## src/rtl/demux_pkg.sv

```systemverilog
// Shared definitions for the buffered 1-to-4 demultiplexer.
package demux_pkg;

  localparam int unsigned NUM_CH = 4;
  localparam int unsigned CH_W   = 2;

  // Channel index, used for both the addressed select and the round-robin pointer.
  typedef logic [CH_W-1:0] ch_idx_t;

  // Encodings of in_sel.
  typedef enum logic [CH_W-1:0] {
    SelCh0 = 2'b00,
    SelCh1 = 2'b01,
    SelCh2 = 2'b10,
    SelCh3 = 2'b11
  } sel_e;

  // Next channel in round-robin order; wraps 3 -> 0.
  function automatic ch_idx_t rr_next(input ch_idx_t cur);
    return cur + ch_idx_t'(1);
  endfunction

endpackage

```

## src/rtl/chan_fifo.sv

```systemverilog
// Per-channel synchronous FIFO. Occupancy is tracked in a count register one bit wider
// than the pointers, so full/empty come straight from it and the pointers wrap naturally.
module chan_fifo #(
  parameter int unsigned WIDTH = 4,
  parameter int unsigned DEPTH = 2
) (
  input  logic                     clk,
  input  logic                     rst,
  input  logic                     push,
  input  logic [WIDTH-1:0]         wdata,
  input  logic                     pop,
  output logic [WIDTH-1:0]         rdata,
  output logic                     full,
  output logic                     empty,
  output logic [$clog2(DEPTH):0]   count
);

  localparam int unsigned PTR_W = $clog2(DEPTH);
  localparam int unsigned CNT_W = PTR_W + 1;

  logic [WIDTH-1:0] r_mem [DEPTH];
  logic [PTR_W-1:0] r_wr_ptr;
  logic [PTR_W-1:0] r_rd_ptr;
  logic [CNT_W-1:0] r_count;

  logic w_do_push;
  logic w_do_pop;

  // Guard the handshakes locally: no write when full, no read when empty.
  always_comb begin
    w_do_push = push && !full;
    w_do_pop  = pop && !empty;
  end

  // Storage array; cleared on reset so an idle channel presents zero data.
  always_ff @(posedge clk or posedge rst) begin
    if (rst) begin
      for (int i = 0; i < int'(DEPTH); i++) begin
        r_mem[i] <= '0;
      end
    end else if (w_do_push) begin
      r_mem[r_wr_ptr] <= wdata;
    end
  end

  // Pointer and occupancy bookkeeping; a simultaneous push and pop leaves count unchanged.
  always_ff @(posedge clk or posedge rst) begin
    if (rst) begin
      r_wr_ptr <= '0;
      r_rd_ptr <= '0;
      r_count  <= '0;
    end else begin
      if (w_do_push) begin
        r_wr_ptr <= r_wr_ptr + PTR_W'(1);
      end
      if (w_do_pop) begin
        r_rd_ptr <= r_rd_ptr + PTR_W'(1);
      end
      unique case ({w_do_push, w_do_pop})
        2'b10:   r_count <= r_count + CNT_W'(1);
        2'b01:   r_count <= r_count - CNT_W'(1);
        default: r_count <= r_count;
      endcase
    end
  end

  // Status and head-of-queue outputs come directly from registered state.
  always_comb begin
    full  = (r_count == CNT_W'(DEPTH));
    empty = (r_count == '0);
    count = r_count;
    rdata = r_mem[r_rd_ptr];
  end

endmodule

```

## src/rtl/demux_1x4_buf.sv

```systemverilog
// Buffered 1-to-4 demultiplexer: steers each accepted beat into one of four channel FIFOs,
// either by the per-beat select or in round-robin order.
module demux_1x4_buf
  import demux_pkg::*;
#(
  parameter int unsigned WIDTH = 4,
  parameter int unsigned DEPTH = 2
) (
  input  logic                              clk,
  input  logic                              rst,
  input  logic [WIDTH-1:0]                  in_data,
  input  logic [1:0]                        in_sel,
  input  logic                              rr_en,
  input  logic                              in_valid,
  output logic                              in_ready,
  output logic [4*WIDTH-1:0]                out_data,
  output logic [3:0]                        out_valid,
  input  logic [3:0]                        out_ready,
  output logic [4*($clog2(DEPTH)+1)-1:0]    out_count
);

  localparam int unsigned CNT_W = $clog2(DEPTH) + 1;

  ch_idx_t           r_rr_ptr;
  ch_idx_t           w_tgt;
  logic              w_push;
  logic [NUM_CH-1:0] w_full;
  logic [NUM_CH-1:0] w_empty;
  logic [NUM_CH-1:0] w_push_ch;
  logic [NUM_CH-1:0] w_pop_ch;

  // Target decode and input handshake; in_ready looks only at registered state and the
  // select inputs, so there is no path from out_ready to in_ready.
  always_comb begin
    w_tgt    = rr_en ? r_rr_ptr : ch_idx_t'(in_sel);
    in_ready = !w_full[w_tgt];
    w_push   = in_valid && in_ready;
  end

  // Round-robin pointer moves only on an accepted round-robin push, so a full target stalls
  // it and no channel is ever skipped.
  always_ff @(posedge clk or posedge rst) begin
    if (rst) begin
      r_rr_ptr <= '0;
    end else if (w_push && rr_en) begin
      r_rr_ptr <= rr_next(r_rr_ptr);
    end
  end

  for (genvar k = 0; k < NUM_CH; k++) begin : g_ch
    assign w_push_ch[k] = w_push && (w_tgt == ch_idx_t'(k));
    // Pop qualified by non-empty so out_ready on an idle channel is ignored.
    assign w_pop_ch[k]  = out_ready[k] && !w_empty[k];

    chan_fifo #(
      .WIDTH (WIDTH),
      .DEPTH (DEPTH)
    ) u_fifo (
      .clk   (clk),
      .rst   (rst),
      .push  (w_push_ch[k]),
      .wdata (in_data),
      .pop   (w_pop_ch[k]),
      .rdata (out_data[k*WIDTH +: WIDTH]),
      .full  (w_full[k]),
      .empty (w_empty[k]),
      .count (out_count[k*CNT_W +: CNT_W])
    );
  end

  // A channel presents valid data whenever its FIFO holds at least one beat.
  always_comb begin
    out_valid = ~w_empty;
  end

endmodule

```

## config.mk

```make
export PLATFORM = sky130hd
export DESIGN_NAME = demux_1x4_buf
export DESIGN_NICKNAME = d
export VERILOG_FILES = /design/src/rtl/demux_pkg.sv /design/src/rtl/chan_fifo.sv /design/src/rtl/demux_1x4_buf.sv
export SDC_FILE = /design/constraint.sdc
export NUM_CORES = 1
export LEC_CHECK = 0
export BUFFER_PORTS_ARGS = -buffer_cell sky130_fd_sc_hd__buf_2
export CAP_MARGIN = 20
export CORE_AREA = 4 4 76 78
export DETAILED_ROUTE_END_ITERATION = 8
export DIE_AREA = 0 0 80 82
export PLACE_DENSITY = 0.78
export SLEW_MARGIN = 10
export SYNTH_ARGS = -nofsm -noshare
export SYNTH_HDL_FRONTEND = slang
export SYNTH_HIERARCHICAL = 1
export SYNTH_SLANG_ARGS = --single-unit
export TNS_END_PERCENT = 20
```

## constraint.sdc

```tcl
create_clock -name clk -period 1.62 [get_ports clk]
set_input_delay 0.324 -clock clk [delete_from_list [all_inputs] [get_ports clk]]
set_output_delay 0.324 -clock clk [all_outputs]
set_load 0.01 [all_outputs]
```

==> qor.csv, run 1 <==
stage;metric;value;unit
global_route;first-pass GRT wire length;8418;um
global_route;largest net degree at the start of global routing;16;
finish;post-route cell area;3264;um^2
worst_setup_path;slowest CP cell;dfrtp_1;
yosys;largest area contributor in the netlist;dfrtp_1;
clock_network;CTS sink count;50;
worst_setup_path;WP data required;1.81;ns
yosys;synthesized cell area;2520;um^2
global_route;grt total ovfl;0;
yosys;Synth async-reset ratio;100.0;%
route;DRT iter0 DRCs;48;
finish;synthesis-to-finish area growth;29.54;%
pwr;Static Leak;0.001550;uW
yosys;number of synthesized flops with an enable pin;0;
yosys;Synth Flop Type;dfrtp_1;
worst_setup_path;Critical Path AT;2.17;ns
yosys;flops & latches, synth;50;
outcome;result of the run;complete, but fails checks;
clock_network;CTS Buf Count;5;
timing;Final Skew;0.01051;ns
place;GPL Wtd Cong;0.7021;
floorplanning;Rows;26;
timing;unrepaired setup endpoints after global routing;true;
worst_setup_path;Setup crit end kind;flop;
clock_network;worst skew pair latency;0.29;ns
timing;# setup viols final;40;
yosys;top post-synthesis cells by area;dfrtp_1 (50%), mux2_2 (15%), mux2_4 (9.5%), xnor2_1 (4.2%), xor2_1 (3.1%);
floorplanning;Initial Util;49.65;%
route;WL/cell;15.05;um
worst_setup_path;Critical Path Source Type;flop;
outcome;failing checks;setup timing;
yosys;Synth cell types;22;
finish;final instance count without filler cells;332;
timing;Slew @ Worst Pin;0.4620;ns
clock_network;clock slew at reported path FFs;0.09;ns
place;Placed Area;2940;um^2
worst_setup_path;Worst path most repeated cell;buf_4;
yosys;yosys warns;6;
place;pre-CTS WS;-0.3746;ns
pwr;Overall Power;6780;uW
global_route;Global Route Usage Sum;16.73;%
pwr;Peak VDD IR;1.200;mV
timing;Hold Slack;0.3936;ns
timing;Hold Vio Cnt, Final;0;
yosys;syn nets;206;
worst_setup_path;delay-heaviest family, CP;multiplexers;
floorplanning;I/O pin total;43;
clock_network;H-tree Lvls;2;
route;DR pass1 iterations;4;
global_route;initial antenna violation count;0;
worst_setup_path;Critical Path Max Stage Delay;0.41;ns
timing;period utilisation layout;122.5;%
timing;Final min period;1.985;ns
worst_setup_path;critical path peak fanout;4;
route;DR vias/cell;4.858;
floorplanning;Core Area;5075;um^2
pwr;Power Dens Cells;2077;nW/um^2
clock_network;TritonCTS clock tree;yes;
global_route;vias in the first global route;1764;
clock_network;Root Buffer;clkbuf_8;
clock_network;Clock Tree Buf Depth;2;
run;max-cap violation count;0;
place;port buffer count;42;
worst_setup_path;critical-path cell list;buf_4 -> buf_6 -> mux2_4 -> nor3_2 -> buf_4 -> buf_4 -> nand3b_1 -> mux2_4;
floorplanning;Die Wd;80;um
yosys;cells after synthesis;188;
finish;fill cell count;400;
floorplanning;Die Y-Extent;82;um
timing;Slew HR;69.17;%
min_path;Hold WC Path Type;input pin to flop;
yosys;share of the synthesized area in the top cell type;49.65;%
place;dpl hpwl;3446;um
floorplanning;die area;6560;um^2
timing;post-route setup slack;-0.3652;ns
yosys;syn avg cell area;13.40;um^2
worst_setup_path;Worst Path Buf+Inv;4;
timing;Peak Freq;0.5037;GHz
yosys;most frequent cell after synthesis;dfrtp_1;
route;DRT Wirelength;4996;um
worst_setup_path;crit path kind;flop to flop;
timing;Final Max Tran Viols;0;
route;post-route ant nets;0;
finish;layout cells sized above 1;62.21;%
route;via count;1613;
finish;number of diodes;0;
yosys;register area share after synthesis;49.65;%
route;drt drc;0;
yosys;Synth top cells by count;dfrtp_1 (50), mux2_2 (33), mux2_4 (16), inv_1 (14), xnor2_1 (12);
finish;final net count;279;
place;placed cells;317;
## worst paths after layout
kind / from / endpoint / slack [ns] / cells past startpoint
max: r_rr_ptr[0] / g_ch[2].u_fifo/r_mem[6] / -0.37 / 8
min: in_valid / r_rr_ptr[1] / 0.39 / 3
max reg2reg: r_rr_ptr[0] / g_ch[2].u_fifo/r_mem[6] / -0.37 / 8
min reg2reg: g_ch[0].u_fifo/r_wr_ptr / g_ch[0].u_fifo/r_wr_ptr / 0.50 / 1
max in group asynchronous: rst / g_ch[0].u_fifo/count[0] / 0.64 / 3
min in group asynchronous: rst / r_rr_ptr[0] / 0.47 / 3
## worst min-delay path, stage by stage
cell and delay [ns]:
buf_2 0.14, nand3_1 0.11, o31ai_1 0.07
## flip-flops by register name (all words and copies together) (netlist names)
register,flops
g_ch.u_fifo/r_rd_ptr,4
g_ch.u_fifo/r_wr_ptr,4
g_ch.u_fifo/r_mem,32
r_rr_ptr,2
g_ch.u_fifo/count,8
## area by class of cell
| cell class | count | area, um^2 | area share [%] |
|---|---|---|---|
| clock buffers | 7 | 86.33 | 2.645 |
| multi-input cells | 120 | 1303 | 39.90 |
| repair buffers | 70 | 444.2 | 13.61 |
| clock inverters | 1 | 30.03 | 0.9199 |
| inverters | 14 | 52.55 | 1.610 |
| flip-flops and latches | 50 | 1261 | 38.64 |
| well taps | 70 | 87.58 | 2.683 |
## cells in the final DEF, fill, tap and decap left out, types with 2 or more instances in the layout
cell      count
clkbuf_8      6
xnor2_1      11
mux2_2       31
nor2_2        5
buf_2        41
nor2b_1       8
buf_4        23
nor3_4        3
inv_1        13
nand2_1       2
mux2i_2       2
nand2_2       3
dfrtp_2       8
buf_6         5
nand3b_1      4
mux2_4       18
dfrtp_1      42
ha_4          3
and3_4        4
xor2_1        9
nor2_1        4
nand2b_4      5
## cell families after synthesis
group,count (synthesis),share of synthesized area [%]
flops,50,49.65
fa+ha+maj,4,1.986
compound gates,2,0.4964
buf+inv,18,3.873
xor+xnor,21,7.299
simple gates,41,10.72
mux,52,25.97
## routing by layer
layer / vias up / share of wire, % / routed length [um] / global-route usage (%)
met5: - / 0 / 0 / 0
met4: 0 / 0.80 / 40 / 4.730
met3: 4 / 4.5 / 226 / 3.838
met2: 37 / 50 / 2509 / 28.23
met1: 794 / 44 / 2220 / 21.69
li1: 778 / - / - / -
## power breakdown
part / switching (uW) / total, uW / internal, uW
Combinational: 1460 / 3530 / 2070
Clock: 384 / 888 / 504
Sequential: 456 / 2360 / 1910
## metrics by stage
stage / util, % / setup TNS [ns]
4_1_cts: 63.14 / -4.345
3_3_place_gp: 57.94 / -8.299
3_5_place_dp: 57.94 / -9.167
6_report: 64.32 / -6.793
2_1_floorplan: - / -0.5501
5_1_grt: 64.32 / -9.808
## what timing repair did
action / in CTS / in global routing
pin swaps: 11 / 9
setup buffers: 4 / 2
hold buffers: 1 / 0
endpoints found under the setup margin: 41 / 55
gates resized for setup: 23 / 14
endpoints found under the hold margin: 2 / 0
Power figures use the tool's default switching activity.
==> inputs of run 2 (changes only) <==
==> constraint.sdc (replaced) <==
create_clock -name clk -period 1.62 [get_ports clk]
set_input_delay 0.081 -clock clk [delete_from_list [all_inputs] [get_ports clk]]
set_output_delay 0.081 -clock clk [all_outputs]
set_load 0.01 [all_outputs]
==> qor.csv, run 2 (same netlist as run 1, synthesis figures left out) <==
stage;metric;value;unit
floorplanning;Core Area;5075;um^2
worst_setup_path;critical-path cell list;nand2b_4 -> inv_2 -> buf_4 -> mux4_2 -> inv_2 -> buf_6;
route;DR vias/cell;4.991;
timing;Hold Vio Cnt, Final;0;
timing;Hold Slack;0.1578;ns
timing;post-route setup slack;-0.1083;ns
route;DR pass1 iterations;4;
global_route;vias in the first global route;1763;
clock_network;H-tree Lvls;2;
clock_network;TritonCTS clock tree;yes;
timing;Peak Freq;0.5786;GHz
floorplanning;Die Y-Extent;82;um
finish;layout cells sized above 1;62.84;%
route;post-route ant nets;0;
floorplanning;die area;6560;um^2
floorplanning;Die Wd;80;um
timing;Final Skew;0.01038;ns
place;port buffer count;42;
pwr;Static Leak;0.001550;uW
worst_setup_path;Critical Path AT;1.65;ns
route;via count;1652;
clock_network;worst skew pair latency;0.30;ns
worst_setup_path;slowest CP cell;mux4_2;
timing;period utilisation layout;106.7;%
min_path;Hold WC Path Type;input pin to flop;
route;DRT iter0 DRCs;75;
timing;unrepaired setup endpoints after global routing;true;
worst_setup_path;Critical Path Max Stage Delay;0.47;ns
finish;number of diodes;0;
timing;Final Max Tran Viols;0;
worst_setup_path;Critical Path Source Type;flop;
finish;synthesis-to-finish area growth;30.04;%
place;pre-CTS WS;-0.2170;ns
place;dpl hpwl;3583;um
route;drt drc;0;
global_route;initial antenna violation count;0;
floorplanning;I/O pin total;43;
finish;max reg flops;32;
outcome;result of the run;complete, but fails checks;
clock_network;clock slew at reported path FFs;0.09;ns
clock_network;CTS Buf Count;5;
timing;Final min period;1.728;ns
route;DRT Wirelength;5093;um
timing;# setup viols final;26;
timing;Slew HR;67.72;%
global_route;first-pass GRT wire length;8611;um
finish;Largest Register;g_ch.u_fifo/r_mem;
finish;final instance count without filler cells;331;
worst_setup_path;WP data required;1.54;ns
finish;final net count;278;
clock_network;Clock Tree Buf Depth;2;
floorplanning;Initial Util;49.65;%
timing;Slew @ Worst Pin;0.4837;ns
worst_setup_path;Worst path most repeated cell;inv_2;
worst_setup_path;Setup crit end kind;primary output;
pwr;Overall Power;6818;uW
finish;commonest non-fill, non-tap cell in the layout;dfrtp_1;
floorplanning;Rows;26;
pwr;Power Dens Cells;2081;nW/um^2
worst_setup_path;crit path kind;flop to primary output;
worst_setup_path;critical path peak fanout;2;
clock_network;CTS sink count;50;
global_route;largest net degree at the start of global routing;15;
global_route;Global Route Usage Sum;17.32;%
pwr;Peak VDD IR;1.048;mV
worst_setup_path;flop2flop setup slack;-0.08;ns
place;GPL Wtd Cong;0.7924;
route;WL/cell;15.39;um
run;max-cap violation count;0;
timing;setup tns final;-0.9558;ns
finish;leading cell types in the layout, fill and taps excluded;dfrtp_1 (46), buf_2 (41), mux2_2 (32);
outcome;failing checks;setup timing;
global_route;grt total ovfl;0;
clock_network;Root Buffer;clkbuf_8;
place;placed cells;315;
## run 2: changes by cell type in the layout (fill, tap and decap cells not counted), sizes merged
cell,previous run,this run
buf,69,68
## run 2: worst paths after layout
check                                   startpoint                      end  depth (start not counted)
max in group asynchronous                      rst  g_ch[0].u_fifo/count[0]                          3
hold reg to reg            g_ch[0].u_fifo/r_wr_ptr  g_ch[0].u_fifo/r_wr_ptr                          1
min in group asynchronous                      rst              r_rr_ptr[0]                          3
hold / removal                            in_valid              r_rr_ptr[1]                          3
setup reg to reg                       r_rr_ptr[0]  g_ch[0].u_fifo/count[1]                          7
setup / recovery           g_ch[3].u_fifo/count[1]                 in_ready                          6
## run 2: metrics by stage
step                area, um^2  util [%]
finish                    3277     64.57
CTS                       3219     63.44
global placement          2925     57.64
detailed placement        2925     57.64
floorplan                 2530         -
global route              3277     64.57
## run 2: worst max-delay path, delay by kind of cell (launching register included)
kind / cells / cell delay, ns
buffers and inverters: 4 / 0.37
DFF: 1 / 0.42
muxes: 1 / 0.47
and+or+nand+nor: 1 / 0.09
## run 2: routing by layer
metal  vias up  part of all wire, %  GRT usage [%]
li1        774                    -              -
met1       837                   42          21.44
met2        35                   52          29.88
met3         6                  5.6          4.825
met4         0                 0.96          4.561
met5         -                    0              0
## run 2: layout make-up
cell class / instances / area (um^2)
clock buffer: 7 / 76.32
clock inverter: 1 / 30.03
fill: 408 / 1798
inverter: 14 / 52.55
multi-input combinational: 120 / 1349
sequential: 50 / 1256
tap: 70 / 87.58
timing repair buffer: 69 / 425.4
## run 2: timing repair
item	CTS	global route
endpoints found under the setup margin	41	42
endpoints found under the hold margin	50	0
buffers inserted	6	1
gates resized for setup	27	9
hold buffers	1	0
pin swaps	11	18
## run 2: report_power, final
part	switching (uW)	internal [uW]	total, uW
clock network	394	462	856
registers	473	1900	2370
logic	1500	2100	3590
total	2360	4460	6820
==> inputs of run 3 (changes only) <==
PLACE_DENSITY = 0.76   (was 0.78)
==> qor.csv, run 3 (same netlist as run 1, synthesis figures left out) <==
stage;metric;value;unit
finish;layout cells sized above 1;59.69;%
timing;unrepaired setup endpoints after global routing;true;
outcome;failing checks;setup timing;
timing;post-route setup slack;-0.1016;ns
min_path;Worst Hold Path Cells;2;
floorplanning;Initial Util;49.65;%
clock_network;CTS Buf Count;5;
global_route;met3 Use GR;3.289;%
global_route;GRT busiest layer;met2;
floorplanning;I/O pin total;43;
worst_setup_path;critical path peak fanout;3;
timing;Slew HR;68.99;%
route;DR pass1 iterations;4;
worst_setup_path;crit path capture;in_ready;
clock_network;H-tree Lvls;2;
worst_setup_path;r2r startpoint;r_rr_ptr[1];
timing;# setup viols final;19;
finish;commonest non-fill, non-tap cell in the layout;dfrtp_1;
pwr;Sw Share;34.05;%
worst_setup_path;Crit. Startpoint;r_rr_ptr[0];
route;DR vias/cell;4.793;
pwr;Combinational Power Share;51.2;%
min_path;Worst Min Path Start;in_data[1];
finish;final net count;275;
timing;Final min period;1.722;ns
pwr;NetSw;2257;uW
worst_setup_path;Critical Path Source Type;flop;
pwr;Static Leak;0.001515;uW
route;WL/cell;14.72;um
finish;leading cell types in the layout, fill and taps excluded;dfrtp_1 (46), buf_2 (41), mux2_2 (32);
global_route;Global Route Usage Sum;15.66;%
finish;Largest Register;g_ch.u_fifo/r_mem;
clock_network;worst skew pair latency;0.30;ns
clock_network;Clock Tree Buf Depth;2;
clock_network;clock slew at reported path FFs;0.09;ns
pwr;Pint;4370;uW
route;via count;1572;
pwr;Clk pwr share;13.0;%
pwr;sequential power share;35.9;%
finish;final instance count without filler cells;328;
floorplanning;Die Y-Extent;82;um
global_route;grt total ovfl;0;
floorplanning;Rows;26;
finish;number of diodes;0;
place;dpl hpwl;3417;um
route;drt drc;0;
route;DRT Wirelength;4829;um
timing;Peak Freq;0.5809;GHz
finish;max reg flops;32;
pwr;Overall Power;6626;uW
floorplanning;Core Area;5075;um^2
place;GPL Wtd Cong;0.7294;
clock_network;Root Buffer;clkbuf_8;
clock_network;CTS sink count;50;
worst_setup_path;crit path kind;flop to primary output;
worst_setup_path;Reg2Reg Depth;6;
timing;Slew @ Worst Pin;0.4647;ns
finish;synthesis-to-finish area growth;28.00;%
global_route;vias in the first global route;1584;
global_route;largest net degree at the start of global routing;16;
pwr;Power Dens Cells;2054;nW/um^2
global_route;initial antenna violation count;0;
timing;Hold Vio Cnt, Final;0;
worst_setup_path;WP data required;1.54;ns
worst_setup_path;flop2flop setup slack;-0.06;ns
floorplanning;Die Wd;80;um
floorplanning;die area;6560;um^2
place;port buffer count;42;
clock_network;TritonCTS clock tree;yes;
run;max-cap violation count;0;
global_route;first-pass GRT wire length;7803;um
timing;period utilisation layout;106.3;%
worst_setup_path;Setup crit end kind;primary output;
min_path;Hold WC Path Type;input pin to flop;
route;DRT iter0 DRCs;51;
timing;Final Max Tran Viols;0;
timing;setup tns final;-0.6845;ns
outcome;result of the run;complete, but fails checks;
timing;Final Skew;0.008136;ns
worst_setup_path;Critical Path AT;1.64;ns
place;placed cells;317;
route;post-route ant nets;0;
global_route;met1 GRT Util;22.31;%
pwr;Peak VDD IR;0.9976;mV
worst_setup_path;FF-to-FF End;g_ch[2].u_fifo/r_mem[0];
global_route;GR Util met2;23.92;%
-- run 3: cell types whose count changed in the layout (fill, tap and decap cells not counted), sizes merged --
cell      before  now
buf           68   65
clkbuf         7    6
clkinvlp       0    1
-- run 3: final cells by class --
type,instances,area (um^2)
Clock inverter,2,37.54
Clock buffer,6,72.57
Sequential cell,50,1256
Multi-Input combinational cell,120,1316
Timing Repair Buffer,66,402.9
Inverter,14,52.55
Tap cell,70,87.58
Fill cell,427,1849
-- run 3: what timing repair did --
| action | CTS | global route |
|---|---|---|
| setup endpoints to repair | 32 | 42 |
| hold buffers | 1 | 0 |
| resized for setup | 14 | 14 |
| cloned | 0 | 0 |
| setup buffers | 2 | 0 |
| pin swaps | 6 | 7 |
| endpoints found under the hold margin | 50 | 0 |
-- run 3: worst min-delay path by stage --
stage	to	slack, ns
CTS	r_rr_ptr[1]	0.14
finish	g_ch[3].u_fifo/r_mem[1]	0.17
floorplan	r_rr_ptr[0]	-0.18
detailed placement	r_rr_ptr[0]	-0.01
global route	g_ch[3].u_fifo/r_mem[3]	0.17
global placement	r_rr_ptr[0]	-0.009
-- run 3: power by group through the flow --
stage / sequential (uW) / clock, uW / combinational [uW]
detailed placement: 2380 / 0 / 3100
finish: 2380 / 859 / 3390
global placement: 2350 / 0 / 3040
CTS: 2370 / 885 / 3280
global route: 2470 / 935 / 3700
floorplan: 2370 / 0 / 2030
-- run 3: worst max-delay path, cell delays in order, from the launching register on --
cell,delay (ns)
dfrtp_1,0.43
mux2i_4,0.18
mux4_2,0.55
inv_2,0.09
buf_6,0.10
-- run 3: metrics by stage --
| step | util, % | hold slack, ns | worst slack, ns | area [um^2] |
|---|---|---|---|---|
| 3_3_place_gp | 57.94 | -0.009166 | -0.1320 | 2940 |
| 6_report | 63.56 | 0.1722 | -0.1016 | 3226 |
| 2_1_floorplan | - | -0.1778 | -0.07259 | 2530 |
| 5_1_grt | 63.56 | 0.1682 | -0.1663 | 3226 |
| 4_1_cts | 62.30 | 0.1352 | -0.1357 | 3162 |
| 3_5_place_dp | 57.94 | -0.01211 | -0.2308 | 2940 |
-- run 3: per-layer routing --
metal  vias to the layer above  wire [um]
met5                         -          0
met4                         0         53
li1                        767          -
met2                        31       2219
met3                         4        190
met1                       770       2365
